===== src/rtl/hdr_gain_crossfader.sv =====
// Merges the HG and LG HDR sample streams into one LG-scaled stream, switching paths with a
// linear N-sample crossfade driven by the alpha gain-select request.
module hdr_gain_crossfader #(
  parameter int unsigned DATA_W       = 9,
  parameter int unsigned GAIN_SHIFT   = 4,
  parameter int unsigned FADE_LOG2    = 3,
  parameter int unsigned HOLD_SAMPLES = 16
) (
  input  logic                                clk,
  input  logic                                reset,
  input  logic                                enable_sampling,
  input  logic                                alpha,
  input  logic signed [DATA_W-1:0]            hg_sample,
  input  logic signed [DATA_W-1:0]            lg_sample,
  output logic signed [DATA_W+GAIN_SHIFT-1:0] combined_sample,
  output logic                                combined_valid,
  output logic                                active_gain,
  output logic                                fading
);

  localparam int unsigned OutW    = DATA_W + GAIN_SHIFT;
  localparam int unsigned MixW    = OutW + FADE_LOG2 + 2;
  localparam int unsigned KW      = FADE_LOG2 + 1;
  localparam int unsigned FadeLen = 1 << FADE_LOG2;
  localparam int unsigned HoldW   = (HOLD_SAMPLES > 0) ? $clog2(HOLD_SAMPLES + 1) : 1;

  localparam logic [KW-1:0]    KFull   = KW'(FadeLen);
  localparam logic [HoldW-1:0] HoldMax = HoldW'(HOLD_SAMPLES);

  typedef enum logic [1:0] {StHg, StFadeUp, StLg, StFadeDn} state_e;

  state_e             state_q, state_d;
  logic [KW-1:0]      k_q, k_d;
  logic [HoldW-1:0]   hold_q, hold_d;

  logic               go_up, go_down;
  logic [KW-1:0]      k_up, k_dn;

  logic signed [MixW-1:0] hg_ext, lg_ext, w_hg, w_lg, mix_sum, mix_full;
  logic signed [OutW-1:0] mix;
  logic                   active_gain_d, fading_d;

  // State register and registered outputs
  always_ff @(posedge clk) begin
    if (reset) begin
      state_q         <= StHg;
      k_q             <= '0;
      hold_q          <= '0;
      combined_sample <= '0;
      combined_valid  <= 1'b0;
      active_gain     <= 1'b0;
      fading          <= 1'b0;
    end else begin
      state_q        <= state_d;
      k_q            <= k_d;
      hold_q         <= hold_d;
      combined_valid <= enable_sampling;
      if (enable_sampling) begin
        combined_sample <= mix;
        active_gain     <= active_gain_d;
        fading          <= fading_d;
      end
    end
  end

  assign k_up = k_q + KW'(1);
  assign k_dn = k_q - KW'(1);

  // Next-state: a fade in either direction simply follows alpha from the current k
  always_comb begin
    state_d = state_q;
    k_d     = k_q;
    hold_d  = hold_q;
    go_up   = 1'b0;
    go_down = 1'b0;
    if (enable_sampling) begin
      unique case (state_q)
        StHg: go_up = alpha;
        StFadeUp, StFadeDn: begin
          go_up   = alpha;
          go_down = !alpha;
        end
        StLg: begin
          if (!alpha && (hold_q == HoldMax)) begin
            go_down = 1'b1;
          end else if (hold_q != HoldMax) begin
            hold_d = hold_q + HoldW'(1);
          end
        end
        default: state_d = StHg;
      endcase
      if (go_up) begin
        k_d = k_up;
        if (k_up == KFull) begin
          state_d = StLg;
          hold_d  = '0;
        end else begin
          state_d = StFadeUp;
        end
      end else if (go_down) begin
        k_d     = k_dn;
        state_d = (k_dn == '0) ? StHg : StFadeDn;
      end
    end
  end

  // Output: weighted mix with the pre-update k; arithmetic shift gives floor rounding
  always_comb begin
    hg_ext   = MixW'(hg_sample);
    lg_ext   = MixW'(lg_sample) <<< GAIN_SHIFT;
    w_lg     = MixW'(k_q);
    w_hg     = MixW'(KFull - k_q);
    mix_sum  = (hg_ext * w_hg) + (lg_ext * w_lg);
    mix_full = mix_sum >>> FADE_LOG2;
    mix      = mix_full[OutW-1:0];

    active_gain_d = active_gain;
    if (state_d == StLg) begin
      active_gain_d = 1'b1;
    end else if (state_d == StHg) begin
      active_gain_d = 1'b0;
    end
    fading_d = (state_d == StFadeUp) || (state_d == StFadeDn);
  end

endmodule


===== config.mk =====
export PLATFORM = sky130hd
export DESIGN_NAME = hdr_gain_crossfader
export DESIGN_NICKNAME = d
export VERILOG_FILES = /design/src/rtl/hdr_gain_crossfader.sv
export SDC_FILE = /design/constraint.sdc
export NUM_CORES = 1
export LEC_CHECK = 0
export CAP_MARGIN = 20
export CORE_MARGIN = 5
export CORE_UTILIZATION = 50
export CTS_CLUSTER_SIZE = 28
export DETAILED_ROUTE_END_ITERATION = 6
export PLACE_DENSITY = 0.7
export SYNTH_ARGS = -nofsm -noshare
export SYNTH_HDL_FRONTEND = slang
export SYNTH_SLANG_ARGS = --single-unit

===== constraint.sdc =====
create_clock -name clk -period 8.9 [get_ports clk]
set_input_delay 1.78 -clock clk [delete_from_list [all_inputs] [get_ports clk]]
set_output_delay 1.78 -clock clk [all_outputs]
set_load 0.02 [all_outputs]

Yosys cells after proc, flatten, opt, wreduce, memory -nomap -nowiden

Index checks and enable logic that the tools add are counted.

$add $sub $neg: 5
Eq/ne operators: 9
$mul: 2
Muxes and demuxes: 19
Reduce and logical (&&, ||, !) cells: 12

Operators by type and width:

| operator                                                           | count |
|---|---|
| 5-bit two-way mux                                                  | 5 |
| 14-bit by 16-bit adder with 16-bit output                          | 1 |
| 9-bit by 5-bit multiplier with 14-bit output                       | 1 |
| 9-bit by 5-bit multiplier with 12-bit output                       | 1 |
| 2-bit two-way mux                                                  | 5 |
| 2-bit == test, second input constant                               | 4 |
| 4-bit two-way mux                                                  | 2 |
| 1-bit two-way mux                                                  | 6 |
| 5-bit by 1-bit adder with 5-bit output, second input constant      | 1 |
| 5-bit == test, second input constant                               | 1 |
| 5-bit inequality test, second input constant                       | 1 |
| 4-bit by 4-bit subtractor with 5-bit output, first input constant  | 1 |
| 4-bit by 1-bit adder with 4-bit output, second input constant      | 1 |
| 2-bit by 1-bit == test with 1-bit output, second input constant    | 2 |
| 4-bit == test, second input constant                               | 1 |
| 2-bit logical NOT                                                  | 2 |
| 4-bit logical NOT                                                  | 1 |
| 2-bit AND reduction                                                | 2 |
| 2-bit nonzero test                                                 | 2 |
| 4-bit by 1-bit subtractor with 4-bit output, second input constant | 1 |
| 3-bit OR reduction                                                 | 1 |
| 1-bit one-hot mux with 2 select lines                              | 1 |
| 2-bit OR reduction                                                 | 1 |
| 1-bit logical AND                                                  | 1 |
| other kinds (2)                                                    | 2 |

Input port bits: 22
Output and inout port bits: 16
Word-level logic and storage cells: 54
Flip-flop bits (word level): 27

Longest topological paths before layout

Gate-level depths: netlist (run 1).

Depth after elaboration: 11
Depth in mapped cells: 28
Gate-level depth less buffers: 26

Worst setup path after synthesis (run 1)

No wires, ideal clock.

Kind: input-to-reg
Start: input port lg_sample[2]
End: register combined_sample[11]
Stages on the path: 23
Data required time: 8818 ps
Arrival: 7419 ps
Library setup time: 82 ps
Buffers on the path: 0
Setup slack: 1399 ps
Path through: and2_1 ha_1 inv_1 fa_1 fa_1 inv_1 ha_1 a21o_1 a21oi_1 o21bai_1 a21oi_1 xnor2_1 fa_1 inv_1 fa_1 fa_1 inv_1 ha_1 ha_1 a21o_1 a221o_1 a311o_1 o221ai_1

Longest elaborated chain between the ends: 2

Ends and longest elaborated chain:

| item                                         | line | source |
|---|---|---|
| start: declaration                           | 14   | `input logic signed [DATA_W-1:0] lg_sample,` |
| 9-bit by 5-bit multiplier with 12-bit output | 113  | `mix_sum = (hg_ext * w_hg) + (lg_ext * w_lg);` |
| 14-bit by 16-bit adder with 16-bit output    | 113  |  |
| end signal: assignment                       | 59   | `combined_sample <= mix;` |
| end: declaration                             | 15   | `output logic signed [DATA_W+GAIN_SHIFT-1:0] combined_sample,` |

Every way passes these cells.
A chain may end at the register's enable or synchronous reset.

Worst setup path in the final report (run 1)

Start: input port lg_sample[4]
End: register combined_sample[11]

Same word-level chain as after synthesis.

==> results, run 1 <==
- The run finished with clean final reports.
- The clock tree root buffer cell is sky130_fd_sc_hd__clkbuf_8.
- After synthesis the netlist holds a flip-flop and latch count of 27.
- The post-CTS setup-driven buffer insertion count is 0.
- Of the cells placed in the final design, the portion with a size suffix greater than 1 is 2.194%.
- The most used flip-flop cell after synthesis is sky130_fd_sc_hd__dfxtp_1.
- The die covers 10930 sq um.
- The detail route stage leaves a number of antenna-violating nets equal to 0.
- Internal power comes to 0.0005406 W.
- The met2 usage is 28.24%.
- For this block, the routed nets add up to 8810 um of wire.
- In this run the static leakage power is 2.447 nW.
- In this run the critical register-to-register path is captured at combined_sample[11].
- The initial antenna violation count is 0.
- Entering global routing, the biggest net connects 31 pins.
- The HPWL after detailed placement is 7334 um.
- The portion of the post-synthesis area used by sequential elements is 12.10%.
- The worst setup path is launched from an input port.
- The remaining global-route overflow is 0.
- Setup repair after global routing left no endpoint under its margin.
- The initial utilization of the core area, before any placement, comes to 51.23%.
- The total negative slack is 0 ns.
- The most critical setup path has its startpoint at lg_sample[4].
- Summed over all nets, the switching power comes to 0.0004947 W.
- From synthesis to final layout, the design area changed by 11.48%.
- Counting flops with a built-in enable in the synthesized netlist gives 0.
- The endpoint class of the critical path is a flip-flop.
- The final design utilization is 57.12%.
- Routability-driven placement finished with a final weighted congestion of 0.8148.
- The worst hold path begins at combined_sample[2].
- The die is 104.5 um wide.
- The number of DRC violations after detailed-routing iteration 0 is 126.
- After synthesis the cells add up to 4468 sq um.
- The number of antenna diodes in the final layout is 0.
- Data on the critical path arrives at its endpoint at 8.18 ns.
- The switching power share of the total is 47.79%.
- The number of distinct library cells after synthesis is 54.
- For the pin with the worst max-slew slack, the measured transition is 0.9461 ns.
- The number of synthesis warnings is 0.
- The fraction of power consumed by combinational cells is 77.3%.
- The detailed-route via count is 3412.
- Across the VDD grid, the largest voltage drop is 0.1170 mV.
- For this design the ratio of total power to cell area is 207.9 nW/um^2.
- The filler cells instantiated in the layout total 777.
- The critical setup path kind is input port to flip-flop.
- The clock insertion delay at the later pin of the skew report is 0.27 ns.
- Across all hold checks on the routed design, the worst slack comes to 0.4872 ns.
- The max-cap check violation count is 0.
- The post-detailed-route DRC marker count is 0.
- The die boundary height is 104.5 um.
- In this run the worst path has a maximum fanout of 4.
- The worst-case headroom to the max-slew limit is 36.84%.
- After layout, the minimum clock period comes to 7.981 ns.
- The via count of the first global-routing pass is 3374.
- The setup check on the worst reg-to-reg path leaves a slack of 2.16 ns.
- For this run, the top clock speed supported by timing is 125.3 MHz.
- The number of cell rows is 34.
- The global-route wire length before repair is 15450 um.
- The count of cells along the worst hold path is 2.
- The met3 routing resource usage after global routing is 2.035%.
- The clock tree from TritonCTS is yes.
- The proportion of netlist area held by the largest area contributor is 27.33%.
- The hold violation count in the final report was 0.
- Setup violations remaining at the end of the flow were counted as 0.
- Using the TritonRoute via totals, the vias-per-cell ratio works out to 5.209.
- The required time at the worst-slack endpoint is 9.09 ns.
- In the final routed layout, each cell accounts on average for 13.45 um.
- TritonCTS created 3 clock buffers.
- The length in cells of the worst reg-to-reg path is 20.
- The first detailed-routing pass took 4 iterations.
- The number of clock sinks is 27.
- The post-route clock skew is 0.001054 ns.
- Buffers placed on the I/O ports in this run total 37.
- For this run, asynchronously set or reset flops after synthesis account for 0%.
- CTS built an H-tree with a depth of 1.
- The fraction of the cycle the final worst path needs is 89.68%.
- The count of pins over their slew limit was 0.
- For this run, global-route usage on met1 was measured as 22.77%.
- The clock passes through at most 2 buffers.
- Synthesis produced a netlist whose cell count is 518.
- The area of the core is 8721 sq um.
- Per report_power, the clock group accounts for 6.6% of the total.
- After synthesis, the cell types taking the most area are sky130_fd_sc_hd__fa_1 (27%), sky130_fd_sc_hd__ha_1 (15%), sky130_fd_sc_hd__dfxtp_1 (12%).
- The clock transition at the register clock pins on the worst setup and hold paths after CTS is 0.09 ns.
- Once the clock tree was built, the resizer swapped 0 gates to a different size.
- The cell type with the highest aggregate area in the netlist is sky130_fd_sc_hd__fa_1.
- The hold-critical path endpoint is combined_sample[2].
- The I/O pin count is 38.
- The number of nets handed over by synthesis was 656.
- For this design, the CTS-stage hold fixing added 0 buffers.
- The fraction of power consumed by sequential logic is 16.1%.
- The busiest metal layer after global routing is met2.
- The worst register-to-register path begins at k_q[2].
- The path class of the tightest hold or removal check is flip-flop to flip-flop.
- The mean cell area of the mapped netlist is 8.626 sq um.
- In the global route stage, overall resource usage came out at 16.59%.
- At the end of the flow, the number of nets in the layout was 686.
==> synthesized netlist by cell type (all sizes together), types with 3 or more instances <==
library cell and instances:
a21o 6, a21oi 25, and2 48, and3 6, buf 3, clkbuf 12
dfxtp 27, fa 61, ha 55, inv 91, mux2i 5, nand2 38
nor2 37, nor3 4, o21a 5, o21ai 21, or2 8, or3 4
xnor2 20, xor2 7
==> worst max-delay path by stage <==
stage | to | slack (ns) | cells past startpoint
finish | combined_sample[11] | 0.92 | 21
global route | combined_sample[11] | 0.67 | 21
CTS | combined_sample[12] | 0.90 | 26
detailed placement | combined_sample[11] | 0.65 | 21
global placement | combined_sample[11] | 0.76 | 24
floorplan | combined_sample[11] | 1.40 | 23
==> power groups by stage <==
stage                     Sequential [W]  Clock [W]  Combinational, W
after floorplan                 0.000185          0          0.000594
after global placement          0.000170          0          0.000790
after detailed placement        0.000170          0          0.000811
after CTS                       0.000167  0.0000717          0.000817
after global routing            0.000171  0.0000770          0.000911
final                           0.000167  0.0000686          0.000800
==> worst max-delay path: stages <==
cell	delay (ns)
sky130_fd_sc_hd__clkdlybuf4s50_1	0.46
sky130_fd_sc_hd__and2_1	0.19
sky130_fd_sc_hd__ha_1	0.32
sky130_fd_sc_hd__fa_1	0.55
sky130_fd_sc_hd__inv_1	0.06
sky130_fd_sc_hd__fa_1	0.53
sky130_fd_sc_hd__inv_1	0.04
sky130_fd_sc_hd__ha_1	0.22
sky130_fd_sc_hd__or4_1	0.54
sky130_fd_sc_hd__o22ai_1	0.24
sky130_fd_sc_hd__xor2_1	0.21
sky130_fd_sc_hd__fa_1	0.45
sky130_fd_sc_hd__fa_1	0.49
sky130_fd_sc_hd__inv_1	0.06
sky130_fd_sc_hd__fa_1	0.47
sky130_fd_sc_hd__ha_1	0.30
sky130_fd_sc_hd__ha_1	0.34
sky130_fd_sc_hd__and3_1	0.23
sky130_fd_sc_hd__a221o_1	0.31
sky130_fd_sc_hd__a311o_1	0.32
sky130_fd_sc_hd__o221ai_1	0.07
==> placed cells by master (no fill, tap or decap), types with 2 or more instances in the layout <==
| master | Yosys | final |
|---|---|---|
| sky130_fd_sc_hd__inv_1 | 88 | 88 |
| sky130_fd_sc_hd__fa_1 | 61 | 61 |
| sky130_fd_sc_hd__ha_1 | 55 | 55 |
| sky130_fd_sc_hd__and2_1 | 48 | 48 |
| sky130_fd_sc_hd__nand2_1 | 38 | 38 |
| sky130_fd_sc_hd__nor2_1 | 37 | 37 |
| sky130_fd_sc_hd__clkdlybuf4s50_1 | 0 | 37 |
| sky130_fd_sc_hd__dfxtp_1 | 27 | 27 |
| sky130_fd_sc_hd__a21oi_1 | 25 | 25 |
| sky130_fd_sc_hd__xnor2_1 | 19 | 19 |
| sky130_fd_sc_hd__o21ai_1 | 16 | 16 |
| sky130_fd_sc_hd__or2_1 | 8 | 8 |
| sky130_fd_sc_hd__xor2_1 | 7 | 7 |
| sky130_fd_sc_hd__a21o_1 | 6 | 6 |
| sky130_fd_sc_hd__and3_1 | 6 | 6 |
| sky130_fd_sc_hd__o21a_1 | 5 | 5 |
| sky130_fd_sc_hd__mux2i_1 | 5 | 5 |
| sky130_fd_sc_hd__o21ai_0 | 5 | 5 |
| sky130_fd_sc_hd__nor3_1 | 4 | 4 |
| sky130_fd_sc_hd__or3_1 | 4 | 4 |
| sky130_fd_sc_hd__inv_2 | 3 | 3 |
| sky130_fd_sc_hd__clkbuf_8 | 0 | 3 |
| sky130_fd_sc_hd__buf_4 | 1 | 3 |
| sky130_fd_sc_hd__nand2b_1 | 2 | 2 |
| sky130_fd_sc_hd__or4_1 | 2 | 2 |
| sky130_fd_sc_hd__o21bai_1 | 2 | 2 |
| sky130_fd_sc_hd__nor2b_1 | 2 | 2 |
| sky130_fd_sc_hd__a31oi_1 | 2 | 2 |
| sky130_fd_sc_hd__o211ai_1 | 2 | 2 |
==> registers in the layout (all words and copies together) (netlist names) <==
signal and flops:
state_q 2, fading 1, combined_valid 1, k_q 4, active_gain 1, combined_sample 13, hold_q 5
==> per-layer routing <==
layer  up-vias  share of wire (%)  routed length (um)
met5         -                  0                   0
met4         0                1.5                 133
met3        13                3.2                 282
met2        59                 49                4320
met1      1633                 46                4074
li1       1707                  -                   -
==> logic make-up (layout without fill, tap and decap cells) <==
kind of cell / count (synthesis) / after routing / synth area share (%)
buf+inv: 106 / 135 / 9.017
fa+ha+maj: 116 / 116 / 42.73
flops: 27 / 27 / 12.10
compound gates: 77 / 77 / 10.75
simple gates: 159 / 159 / 18.29
mux: 5 / 5 / 1.120
xor+xnor: 28 / 28 / 5.993
==> layout make-up <==
| cell class | instances | area (sq um) | area share (%) |
|---|---|---|---|
| flip-flops and latches | 27 | 540.5 | 10.85 |
| repair buffers | 40 | 392.9 | 7.887 |
| well taps | 108 | 135.1 | 2.713 |
| clock inverters | 1 | 5.005 | 0.1005 |
| inverters | 91 | 341.6 | 6.858 |
| multi-input cells | 385 | 3525 | 70.76 |
| clock buffers | 3 | 41.29 | 0.8289 |
==> per-stage QoR <==
stage | total power, W | setup WS (ns) | instances | instance area [sq um]
after CTS | 0.001056 | 0.9001 | 655 | 4981
after global placement | 0.0009600 | 0.7556 | 651 | 4935
after floorplan | 0.0007786 | 1.399 | 518 | 4468
after global routing | 0.001159 | 0.6711 | 655 | 4981
after detailed placement | 0.0009815 | 0.6454 | 651 | 4935
final | 0.001035 | 0.9186 | 655 | 4981
No activity file was read; power rests on OpenSTA's default activity.
==> inputs of run 2 (changes only) <==
- PLACE_DENSITY: 0.7 -> 0.72
==> run 2 against run 1 <==
- critical path depth stayed put
- combinational power hardly changed
- largest power group unchanged
- cell area is 0.18% lower
- clock-buffer cell count is 1 higher
==> results, run 2 (same netlist as run 1, synthesis figures left out) <==
- The critical setup path kind is input port to flip-flop.
- Data arrives at the worst endpoint at 8.21 ns.
- The count of nets left with antenna violations once routing finished came out at 0.
- Setup repair after global routing left no endpoint under its margin.
- The hold violation count in the final report is 0.
- The number of clock buffers added by TritonCTS is 3.
- The number of cell rows is 34.
- The share of total power dissipated in the clock network is 6.6%.
- The fraction of the cycle the final worst path needs is 90.13%.
- Setup violations remaining at the end of the flow were counted as 0.
- The via count of the first global-routing pass is 3426.
- The initial cell density of the core is 51.23%.
- The slew at the pin with the worst max-slew slack is 1.055 ns.
- After detailed routing, the number of remaining DRC violations is 0.
- The average detailed-routed wire length per instance is 13.29 um.
- For this design, the CTS-stage hold fixing added 0 buffers.
- The final design utilization is 57.02%.
- The area of the die is 10930 sq um.
- Of the total power, combinational logic draws 77.3%.
- The post-layout net count is 685.
- Wire segments on met2 add up to 4361 um in the final route.
- The number of DRC violations after detailed-routing iteration 0 is 166.
- Based on the critical path, the design can be clocked at up to 124.7 MHz.
- STA classifies the critical path endpoint as a flip-flop.
- STA puts the critical path data required time at 9.09 ns.
- The register ranked first by flip-flop count is combined_sample.
- The die is 104.5 um wide.
- CTS built an H-tree with a depth of 1.
- The global-route wire length before repair is 15640 um.
- The sum of routed wire length over all layers is 8690 um.
- The switching power share of the total is 47.85%.
- Port buffering added 37 buffers.
- The post-cts sizing count is 0.
- The clock reaches the later pin of the worst-skew pair after 0.27 ns.
- The run finished with clean final reports.
- The clock tree from TritonCTS is yes.
- The internal power component is 0.0005414 W.
- Summing all multi-input logic gate instances after layout gives 3525 sq um.
- The class of the worst hold path is flip-flop to flip-flop.
- In the global route stage, overall resource usage came out at 16.66%.
- The library cells used most frequently in the layout, excluding fill and tap cells, are sky130_fd_sc_hd__inv_1 (88), sky130_fd_sc_hd__fa_1 (61), sky130_fd_sc_hd__ha_1 (55).
- From bottom edge to top edge, the die measures 104.5 um.
- Post-CTS timing repair inserted 0 buffers for setup.
- The worst-case headroom to the max-slew limit is 29.43%.
- The post-route clock skew is 0.002461 ns.
- The total half-perimeter wirelength after legalization and detailed placement is 7278 um.
- Across the run, the number of max-cap violations was 0.
- Entering global routing, the biggest net connects 31 pins.
- The worst path needs 8.022 ns of the cycle, external delays included.
- The count of pins over their slew limit is 0.
- Leaving out fill and tap cells, the most frequent cell in the layout is sky130_fd_sc_hd__inv_1.
- Of the total power, registers draw 16.1%.
- After clock tree synthesis, the clock-pin slew on the worst setup and hold paths is 0.09 ns.
- The register cell area after layout is 540.5 sq um.
- The largest registers in the layout are combined_sample (13), hold_q (5), k_q (4).
- The number of buffers on the longest clock path is 2.
- Across the VDD grid, the largest voltage drop is 0.1215 mV.
- The clock tree root buffer cell is sky130_fd_sc_hd__clkbuf_8.
- The power spent charging and discharging nets is 0.0004968 W.
- Summed over all cells, the static leakage comes to 2.439 nW.
- The wire length on met3 is 305 um.
- The number of clock sinks is 27.
- From synthesis to final layout, the design area changed by 11.29%.
- Summed over all failing endpoints, the final setup total negative slack is 0 ns.
- The detailed-route via count is 3402.
- The flip-flop count of the largest register, all copies and words added is 13.
- The first-pass detailed-route iteration total is 4.
- Global routing finished with a remaining overflow of 0.
- The launching element type of the critical path is an input port.
- The fraction of final layout cells with drive strength greater than 1 is 1.832%.
- The total power per unit cell area is 208.8 nW/um^2.
- Routability-driven placement finished with a final weighted congestion of 0.8452.
- 0 antenna diodes ended up in the layout.
- In this run the worst path has a maximum fanout of 4.
- Pin placement for this block handled 38 I/O pins.
- The initial antenna violation count is 0.
- For this block, wires on met1 add up to 3995 um.
- The number of filler cells placed in the layout is 774.
- The number of vias per cell after detailed routing is 5.202.
- The highest routed metal layer is met4.
- The area of the core is 8721 sq um.
## run 2: cell types whose count changed in the layout (fill, tap and decap cells not counted)
cell	change
sky130_fd_sc_hd__buf_4	-1
sky130_fd_sc_hd__clkinv_2	-1
sky130_fd_sc_hd__clkbuf_1	+1
## run 2: worst max-delay path, stage by stage
cell and delay [ns]:
sky130_fd_sc_hd__clkdlybuf4s50_1 0.46, sky130_fd_sc_hd__and2_1 0.18, sky130_fd_sc_hd__ha_1 0.31, sky130_fd_sc_hd__fa_1 0.54, sky130_fd_sc_hd__inv_1 0.06, sky130_fd_sc_hd__fa_1 0.52
sky130_fd_sc_hd__inv_1 0.04, sky130_fd_sc_hd__ha_1 0.22, sky130_fd_sc_hd__or4_1 0.54, sky130_fd_sc_hd__o22ai_1 0.25, sky130_fd_sc_hd__xor2_1 0.21, sky130_fd_sc_hd__fa_1 0.46
sky130_fd_sc_hd__fa_1 0.50, sky130_fd_sc_hd__inv_1 0.05, sky130_fd_sc_hd__fa_1 0.48, sky130_fd_sc_hd__ha_1 0.30, sky130_fd_sc_hd__ha_1 0.35, sky130_fd_sc_hd__and3_1 0.23
sky130_fd_sc_hd__a221o_1 0.31, sky130_fd_sc_hd__a311o_1 0.33, sky130_fd_sc_hd__o221ai_1 0.06
## run 2: through the flow
step	hold WS (ns)	setup WS (ns)	instances	instance area, sq um	total power [W]
after floorplan	0.4556	1.399	518	4468	0.0007786
after global placement	0.4503	0.7453	650	4927	0.0009570
after detailed placement	0.4618	0.6183	650	4927	0.0009813
after CTS	0.4839	0.8716	654	4972	0.001056
after global routing	0.5029	0.5907	654	4972	0.001169
final	0.4804	0.8784	654	4972	0.001038
## run 2: power groups by stage
| stage | Sequential (W) | Combinational [W] | Clock, W |
|---|---|---|---|
| 3_3_place_gp | 0.000170 | 0.000787 | 0 |
| 2_1_floorplan | 0.000185 | 0.000594 | 0 |
| 4_1_cts | 0.000168 | 0.000816 | 0.0000719 |
| 5_1_grt | 0.000172 | 0.000921 | 0.0000766 |
| 6_report | 0.000167 | 0.000802 | 0.0000689 |
| 3_5_place_dp | 0.000170 | 0.000811 | 0 |
## run 2: per-layer routing
metal / global-route usage [%] / vias up
met1: 23.81 / 1628
li1: - / 1713
met2: 27.92 / 57
met3: 2.219 / 4
met5: 0 / -
met4: 1.850 / 0
## run 2: cell type report
cell class / count / share of cell area (%)
sequential: 27 / 10.87
multi-input combinational: 385 / 70.89
clock buffer: 4 / 0.9059
tap: 108 / 2.718
timing repair buffer: 39 / 7.750
inverter: 91 / 6.870
## run 2: path summary, 6_finish.rpt
| check | startpoint | endpoint | slack [ns] | cells after the start |
|---|---|---|---|---|
| hold / removal | fading | fading | 0.48 | 2 |
| setup / recovery | lg_sample[4] | combined_sample[11] | 0.88 | 21 |
| setup reg to reg | k_q[2] | combined_sample[11] | 2.12 | 20 |
| hold reg to reg | fading | fading | 0.48 | 2 |
==> inputs of run 3 (changes only) <==
- ABC_CLOCK_PERIOD_IN_PS: unset -> 8900
==> results of run 3 <==
Same layout as run 2: the final DEF is identical, and so are final timing and power.
